**config.mk**
```make
export PLATFORM = sky130hd
export DESIGN_NAME = cpu_seq_ctrl
export DESIGN_NICKNAME = d
export VERILOG_FILES = /design/src/rtl/cpu_pkg.sv /design/src/rtl/cpu_decode.sv /design/src/rtl/cpu_seq_ctrl.sv
export SDC_FILE = /design/constraint.sdc
export NUM_CORES = 1
export LEC_CHECK = 0
export ABC_AREA = 0
export CAP_MARGIN = 5
export CORE_MARGIN = 5
export CORE_UTILIZATION = 45
export DETAILED_ROUTE_END_ITERATION = 6
export PLACE_DENSITY = 0.75
export SLEW_MARGIN = 20
export SYNTH_ARGS = -nofsm -noshare
export SYNTH_HDL_FRONTEND = slang
export SYNTH_SLANG_ARGS = --single-unit
```
**constraint.sdc**
```tcl
create_clock -name clk -period 5.3 [get_ports clk]
set_clock_uncertainty 0.1 [all_clocks]
set_input_delay 0.795 -clock clk [delete_from_list [all_inputs] [get_ports clk]]
set_output_delay 0.795 -clock clk [all_outputs]
set_load 0.01 [all_outputs]
```
**src/rtl/cpu_pkg.sv**
```systemverilog
`default_nettype none
// ============================================================================
//  Module      : cpu_pkg
//  Description : Opcode values and sequencer state encoding shared by the
//                cpu fetch/decode sequencer and its decoder.
//  Revision    : 1.0 - initial release
// ============================================================================
package cpu_pkg;

    // Opcodes, upper nibble of the 8-bit instruction {op, im}
    localparam logic [3:0] OP_ADD_A  = 4'b0000;
    localparam logic [3:0] OP_MOV_AB = 4'b0001;
    localparam logic [3:0] OP_MOV_AC = 4'b0010;
    localparam logic [3:0] OP_ADD_C  = 4'b0011;
    localparam logic [3:0] OP_MOV_BA = 4'b0100;
    localparam logic [3:0] OP_ADD_B  = 4'b0101;
    localparam logic [3:0] OP_MOV_BC = 4'b0110;
    localparam logic [3:0] OP_ADD_D  = 4'b0111;
    localparam logic [3:0] OP_HLT    = 4'b1000;
    localparam logic [3:0] OP_MOV_CA = 4'b1001;
    localparam logic [3:0] OP_NOP_A  = 4'b1010;
    localparam logic [3:0] OP_MOV_DB = 4'b1011;
    localparam logic [3:0] OP_NOP_C  = 4'b1100;
    localparam logic [3:0] OP_NOP_D  = 4'b1101;
    localparam logic [3:0] OP_JNC    = 4'b1110;
    localparam logic [3:0] OP_JMP    = 4'b1111;

    // Sequencer states
    typedef enum logic [2:0] {
        ST_IDLE  = 3'd0,
        ST_FETCH = 3'd1,
        ST_WAIT  = 3'd2,
        ST_EXEC  = 3'd3,
        ST_HALT  = 3'd4
    } state_t;

endpackage : cpu_pkg
`default_nettype wire

```
**src/rtl/cpu_decode.sv**
```systemverilog
`default_nettype none
// ============================================================================
//  Module      : cpu_decode
//  Description : Combinational opcode decoder: selector index, register
//                write mask, immediate suppression and control-flow flags.
//  Revision    : 1.0 - initial release
// ============================================================================
module cpu_decode
    import cpu_pkg::*;
(
    input  logic [3:0] op,
    output logic [1:0] sel,
    output logic [3:0] load_mask,
    output logic       im_zero,
    output logic       is_add,
    output logic       is_jmp,
    output logic       is_jnc,
    output logic       is_hlt
);

    // Opcode table lookup; unlisted codes behave as no-operation
    always_comb begin
        sel       = 2'b00;
        load_mask = 4'b0000;
        im_zero   = 1'b0;
        is_add    = 1'b0;
        is_jmp    = 1'b0;
        is_jnc    = 1'b0;
        is_hlt    = 1'b0;
        case (op)
            OP_ADD_A:  begin sel = 2'b00; load_mask = 4'b0001; is_add = 1'b1; end
            OP_ADD_B:  begin sel = 2'b01; load_mask = 4'b0010; is_add = 1'b1; end
            OP_ADD_C:  begin sel = 2'b10; load_mask = 4'b0100; is_add = 1'b1; end
            OP_ADD_D:  begin sel = 2'b11; load_mask = 4'b1000; is_add = 1'b1; end
            OP_MOV_AB: begin sel = 2'b01; load_mask = 4'b0001; im_zero = 1'b1; end
            OP_MOV_BA: begin sel = 2'b00; load_mask = 4'b0010; im_zero = 1'b1; end
            OP_MOV_AC: begin sel = 2'b10; load_mask = 4'b0001; im_zero = 1'b1; end
            OP_MOV_BC: begin sel = 2'b10; load_mask = 4'b0010; im_zero = 1'b1; end
            OP_MOV_CA: begin sel = 2'b00; load_mask = 4'b0100; im_zero = 1'b1; end
            OP_MOV_DB: begin sel = 2'b01; load_mask = 4'b1000; im_zero = 1'b1; end
            OP_JMP:    is_jmp = 1'b1;
            OP_JNC:    is_jnc = 1'b1;
            OP_HLT:    is_hlt = 1'b1;
            default:   ;
        endcase
    end

endmodule : cpu_decode
`default_nettype wire

```
**src/rtl/cpu_seq_ctrl.sv**
```systemverilog
`default_nettype none
// ============================================================================
//  Module      : cpu_seq_ctrl
//  Description : Instruction fetch/decode sequencer. Fetches {op, im} from
//                the instruction ROM over req/ack, drives the datapath's
//                selector, load strobes and immediate, and owns pc and carry.
//  Revision    : 1.0 - initial release
// ============================================================================
module cpu_seq_ctrl
    import cpu_pkg::*;
#(
    parameter int PC_W     = 4,
    parameter int RESET_PC = 0
) (
    input  logic            clk,
    input  logic            n_reset,
    input  logic            run,
    output logic [PC_W-1:0] rom_addr,
    output logic            rom_req,
    input  logic            rom_ack,
    input  logic [7:0]      rom_data,
    input  logic            alu_carry,
    output logic            select_a,
    output logic            select_b,
    output logic            load0,
    output logic            load1,
    output logic            load2,
    output logic            load3,
    output logic [3:0]      im,
    output logic            carry,
    output logic            halted
);

    localparam logic [PC_W-1:0] c_reset_pc = PC_W'(RESET_PC);
    localparam logic [PC_W-1:0] c_pc_one   = PC_W'(1);

    state_t          r_state;
    logic [PC_W-1:0] r_pc;
    logic [7:0]      r_instr;
    logic            r_carry;
    logic            r_rom_req;
    logic [3:0]      r_load;
    logic [1:0]      r_sel;
    logic [3:0]      r_im;
    logic            r_halted;

    logic [3:0]      w_op;
    logic [1:0]      w_sel;
    logic [3:0]      w_load_mask;
    logic            w_im_zero;
    logic            w_is_add;
    logic            w_is_jmp;
    logic            w_is_jnc;
    logic            w_is_hlt;
    logic [PC_W-1:0] w_pc_inc;
    logic [PC_W-1:0] w_jmp_tgt;

    // In WAIT the incoming ROM word is decoded so the datapath controls are
    // ready in EXEC; otherwise the latched instruction drives the decoder.
    assign w_op      = (r_state == ST_WAIT) ? rom_data[7:4] : r_instr[7:4];
    assign w_pc_inc  = r_pc + c_pc_one;
    assign w_jmp_tgt = PC_W'(r_instr[3:0]);

    cpu_decode u_decode (
        .op        (w_op),
        .sel       (w_sel),
        .load_mask (w_load_mask),
        .im_zero   (w_im_zero),
        .is_add    (w_is_add),
        .is_jmp    (w_is_jmp),
        .is_jnc    (w_is_jnc),
        .is_hlt    (w_is_hlt)
    );

    // Sequencer FSM with registered controls; load strobes live only in EXEC
    always_ff @(posedge clk or negedge n_reset) begin
        if (!n_reset) begin
            r_state   <= ST_IDLE;
            r_pc      <= c_reset_pc;
            r_instr   <= 8'h00;
            r_carry   <= 1'b0;
            r_rom_req <= 1'b0;
            r_load    <= 4'b0000;
            r_sel     <= 2'b00;
            r_im      <= 4'h0;
            r_halted  <= 1'b0;
        end else begin
            r_load <= 4'b0000;
            case (r_state)
                ST_IDLE: begin
                    if (run) begin
                        r_state   <= ST_FETCH;
                        r_rom_req <= 1'b1;
                    end
                end
                ST_FETCH: begin
                    r_state <= ST_WAIT;
                end
                ST_WAIT: begin
                    if (rom_ack) begin
                        r_instr   <= rom_data;
                        r_sel     <= w_sel;
                        r_im      <= w_im_zero ? 4'h0 : rom_data[3:0];
                        r_load    <= w_load_mask;
                        r_rom_req <= 1'b0;
                        r_state   <= ST_EXEC;
                    end
                end
                ST_EXEC: begin
                    if (w_is_hlt) begin
                        r_state  <= ST_HALT;
                        r_halted <= 1'b1;
                    end else begin
                        if (w_is_jmp || (w_is_jnc && !r_carry)) begin
                            r_pc <= w_jmp_tgt;
                        end else begin
                            r_pc <= w_pc_inc;
                        end
                        r_carry <= w_is_add ? alu_carry : 1'b0;
                        if (run) begin
                            r_state   <= ST_FETCH;
                            r_rom_req <= 1'b1;
                        end else begin
                            r_state <= ST_IDLE;
                        end
                    end
                end
                ST_HALT: begin
                    r_state <= ST_HALT;
                end
                default: begin
                    r_state <= ST_IDLE;
                end
            endcase
        end
    end

    assign rom_addr = r_pc;
    assign rom_req  = r_rom_req;
    assign select_a = r_sel[0];
    assign select_b = r_sel[1];
    assign load0    = r_load[0];
    assign load1    = r_load[1];
    assign load2    = r_load[2];
    assign load3    = r_load[3];
    assign im       = r_im;
    assign carry    = r_carry;
    assign halted   = r_halted;

endmodule : cpu_seq_ctrl
`default_nettype wire

```
==> results.tsv <==
stage	metric	value	unit
global_routing	GRT Residual Overflow	0	
layout	antenna cells	0	
power_and_ir_drop	Flop pwr share	42.3	%
placement	worst slack, placed	2.81	ns
synth	number of synthesized register bits	28	
min_path	worst min-delay path class	reg2reg	
placement	port bufs	29	
sta	final setup violation count	0	
power_and_ir_drop	Leak Pwr	0.758	nW
sta	RSZ-0062 raised after global routing	no	
critical_path	Cell Chain, Critical Path	clkdlybuf4s50_1	
synth	synth warn	0	
power_and_ir_drop	Cell Int Power	0.532	mW
clock_tree	clock transition at the registers of the reported paths	0.14	ns
synth	async set-reset flop share out of synthesis	100	%
global_routing	first-pass GRT wire length	4710	um
sta	Final Cycle Share	42.0	%
critical_path	CP top delay family	buffers and inverters	
global_routing	GRT Resource Usage Total	13.8	%
synth	Synth Flop Type	dfrtp_1	
route	DR vias	1163	
clock_tree	Num Clock Sinks	28	
route	DRT Wirelength	2840	um
clock_tree	clock buffer depth	2	
sta	Least-Margin Pin Slew	0.676	ns
placement	dpl cells	220	
route	Routed Antenna Nets	0	
critical_path	CP Max Fanout	5	
critical_path	crit path max-delay cell type	clkdlybuf4s50_1	
critical_path	Setup crit end kind	primary output	
layout	share of cells above drive strength 1	7.82	%
synth	sequential share of the synthesized area	50.1	%
clock_tree	clk_lat worst skew	0.31	ns
synth	top cells by count, synth	nand2_1 (40), dfrtp_1 (28), o21ai_0 (11)	
critical_path	worst path buffer plus inverter count	1	
clock_tree	post_cts resized	0	
sta	final worst slack	3.08	ns
critical_path	Setup crit start kind	flop	
synth	Synth top area share	50.1	%
critical_path	Worst EP required	4.41	ns
route	wl on met1	1360	um
power_and_ir_drop	switching fraction of total power	39.8	%
synth	Synth Cell Area	1400	um^2
die	DIE AREA	4320	um^2
layout	Multi-input gate area	662	um^2
sta	Final Max Tran Viols	0	
layout	Reg area	701	um^2
die	chip width	65.8	um
run_status	outcome	finished clean	
sta	relative slew slack	54.8	%
clock_tree	CTS Buf Count	3	
die	Rows	20	
synth	Distinct cells, synth	36	
power_and_ir_drop	Clk pwr share	9.5	%
layout	synth-to-layout area growth	25.3	%
synth	Syn Nets	165	
route	first-pass iteration count of the detailed router	4	
global_routing	antenna violations before repair	0	
route	routed length on met3	102	um
clock_tree	Hold Buf Count CTS	0	
power_and_ir_drop	PwrDens	504	nW/um^2
critical_path	Worst EP arrival	1.33	ns
route	Top Layer Used	met4	
global_routing	number of global-route vias before repair	1082	
synth	number of synthesized flops with an enable pin	0	
placement	global placer's final weighted congestion	0.893	
route	metal2 WL	1350	um
die	CORE AREA	3030	um^2
power_and_ir_drop	Max IR drop VDD	276	uV
route	DRC Markers	0	
critical_path	Setup CP Type	reg2out	
route	vias per inst	5.22	
power_and_ir_drop	Gate power share	48.2	%
critical_path	crit-path max cell delay	0.57	ns
global_routing	largest net degree at the start of global routing	29	
job	number of max-cap violations	0	
die	Initial Utilization	46.2	%
clock_tree	Root Driver	clkbuf_4	
synth	synthesized instance count	151	
sta	Hold Slack	0.389	ns
sta	Tmin final	2.22	ns
layout	fin nets	195	
synth	count leader, synth	nand2_1	
layout	post-route insts no fill	223	
power_and_ir_drop	Net Sw Power	0.352	mW
synth	Yosys top cell by area	dfrtp_1	
die	die height	65.8	um
sta	Total Neg Setup Slack	0	ns
clock_tree	# Post-CTS Setup Buffers	0	
clock_tree	H-tree depth	1	
placement	post-DP HPWL	2140	um
clock_tree	clock tree from TritonCTS	yes	
synth	top cells by area, synth	dfrtp_1 (50%), nand2_1 (11%), o21ai_0 (3.9%), o211ai_2 (3.6%), xnor2_1 (2.5%)	
sta	Fin. Hold Viols	0	
route	Routed wire per std cell	12.7	um
synth	Mean Syn Cell Area	9.26	um^2
die	IO Pins	30	
layout	filler cell count	284	
route	Iter 0 DRT Violations	29	
sta	fmax	450	MHz
==> per-stage QoR <==
step                      total power, mW  utilization [%]  instance area, um^2
after CTS                           0.893             57.9                 1750
final                               0.884             57.9                 1750
after detailed placement            0.806             57.1                 1730
after global placement              0.794             57.1                 1730
after global routing                0.951             57.9                 1750
after floorplan                     0.645                -                 1400
==> cells by family after synthesis <==
family / Yosys count / synth area share [%]
buffers and inverters: 9 / 2.59
muxes: 3 / 2.24
AOI/OAI and AO/OA: 26 / 13.1
xor gates and xnor gates: 5 / 3.13
DFF: 28 / 50.1
adders and majority gates: 1 / 0.894
and+or+nand+nor: 79 / 27.9
==> flip-flops by register name (all words and copies together), names as in the netlist <==
name / flops
carry: 1
halted: 1
im: 4
r_instr: 8
r_load: 4
r_sel: 2
r_state: 3
rom_addr: 4
rom_req: 1
==> layout by cell type (no fill, tap or decap), drive strengths merged, types with 3 or more instances in the layout <==
| cell | synthesis | final |
|---|---|---|
| dfrtp | 28 | 28 |
| inv | 4 | 4 |
| or2 | 3 | 3 |
| xnor2 | 4 | 4 |
| nor2 | 9 | 9 |
| clkdlybuf4s50 | 0 | 29 |
| nor2b | 5 | 5 |
| o211ai | 5 | 5 |
| nand3 | 5 | 5 |
| nor3 | 4 | 4 |
| o22ai | 3 | 3 |
| o21ai | 11 | 11 |
| nand2b | 3 | 3 |
| clkbuf | 3 | 3 |
| nand2 | 40 | 40 |
==> power groups by stage <==
stage	Combinational [mW]	Sequential, mW	Clock, mW
after floorplan	0.268	0.377	0
after global placement	0.421	0.374	0
after detailed placement	0.428	0.378	0
after CTS	0.432	0.373	0.0881
after global routing	0.469	0.389	0.0929
final	0.426	0.374	0.0839
==> routing by layer <==
layer  GRT usage (%)  up-vias
met5               0        -
met4            3.89        0
met3            1.54        2
met2            22.3       29
met1            19.5      562
li1                -      570
==> area by class of cell <==
type | count | share of cell area (%)
flip-flops and latches | 28 | 40.0
multi-input cells | 114 | 37.8
repair buffers | 30 | 17.0
well taps | 44 | 3.14
clock buffers | 3 | 1.28
inverters | 4 | 0.857
==> worst paths after layout <==
path / start / endpoint / slack, ns / depth (start not counted)
max in group asynchronous: n_reset / r_instr[2] / 4.11 / 2
min in group asynchronous: n_reset / im[1] / 0.74 / 2
min reg2reg: halted / halted / 0.39 / 1
max: rom_addr[0] / rom_addr[0] / 3.08 / 1
max reg2reg: r_state[0] / rom_addr[1] / 3.30 / 4
min: halted / halted / 0.39 / 1
Power figures use the tool's default switching activity.
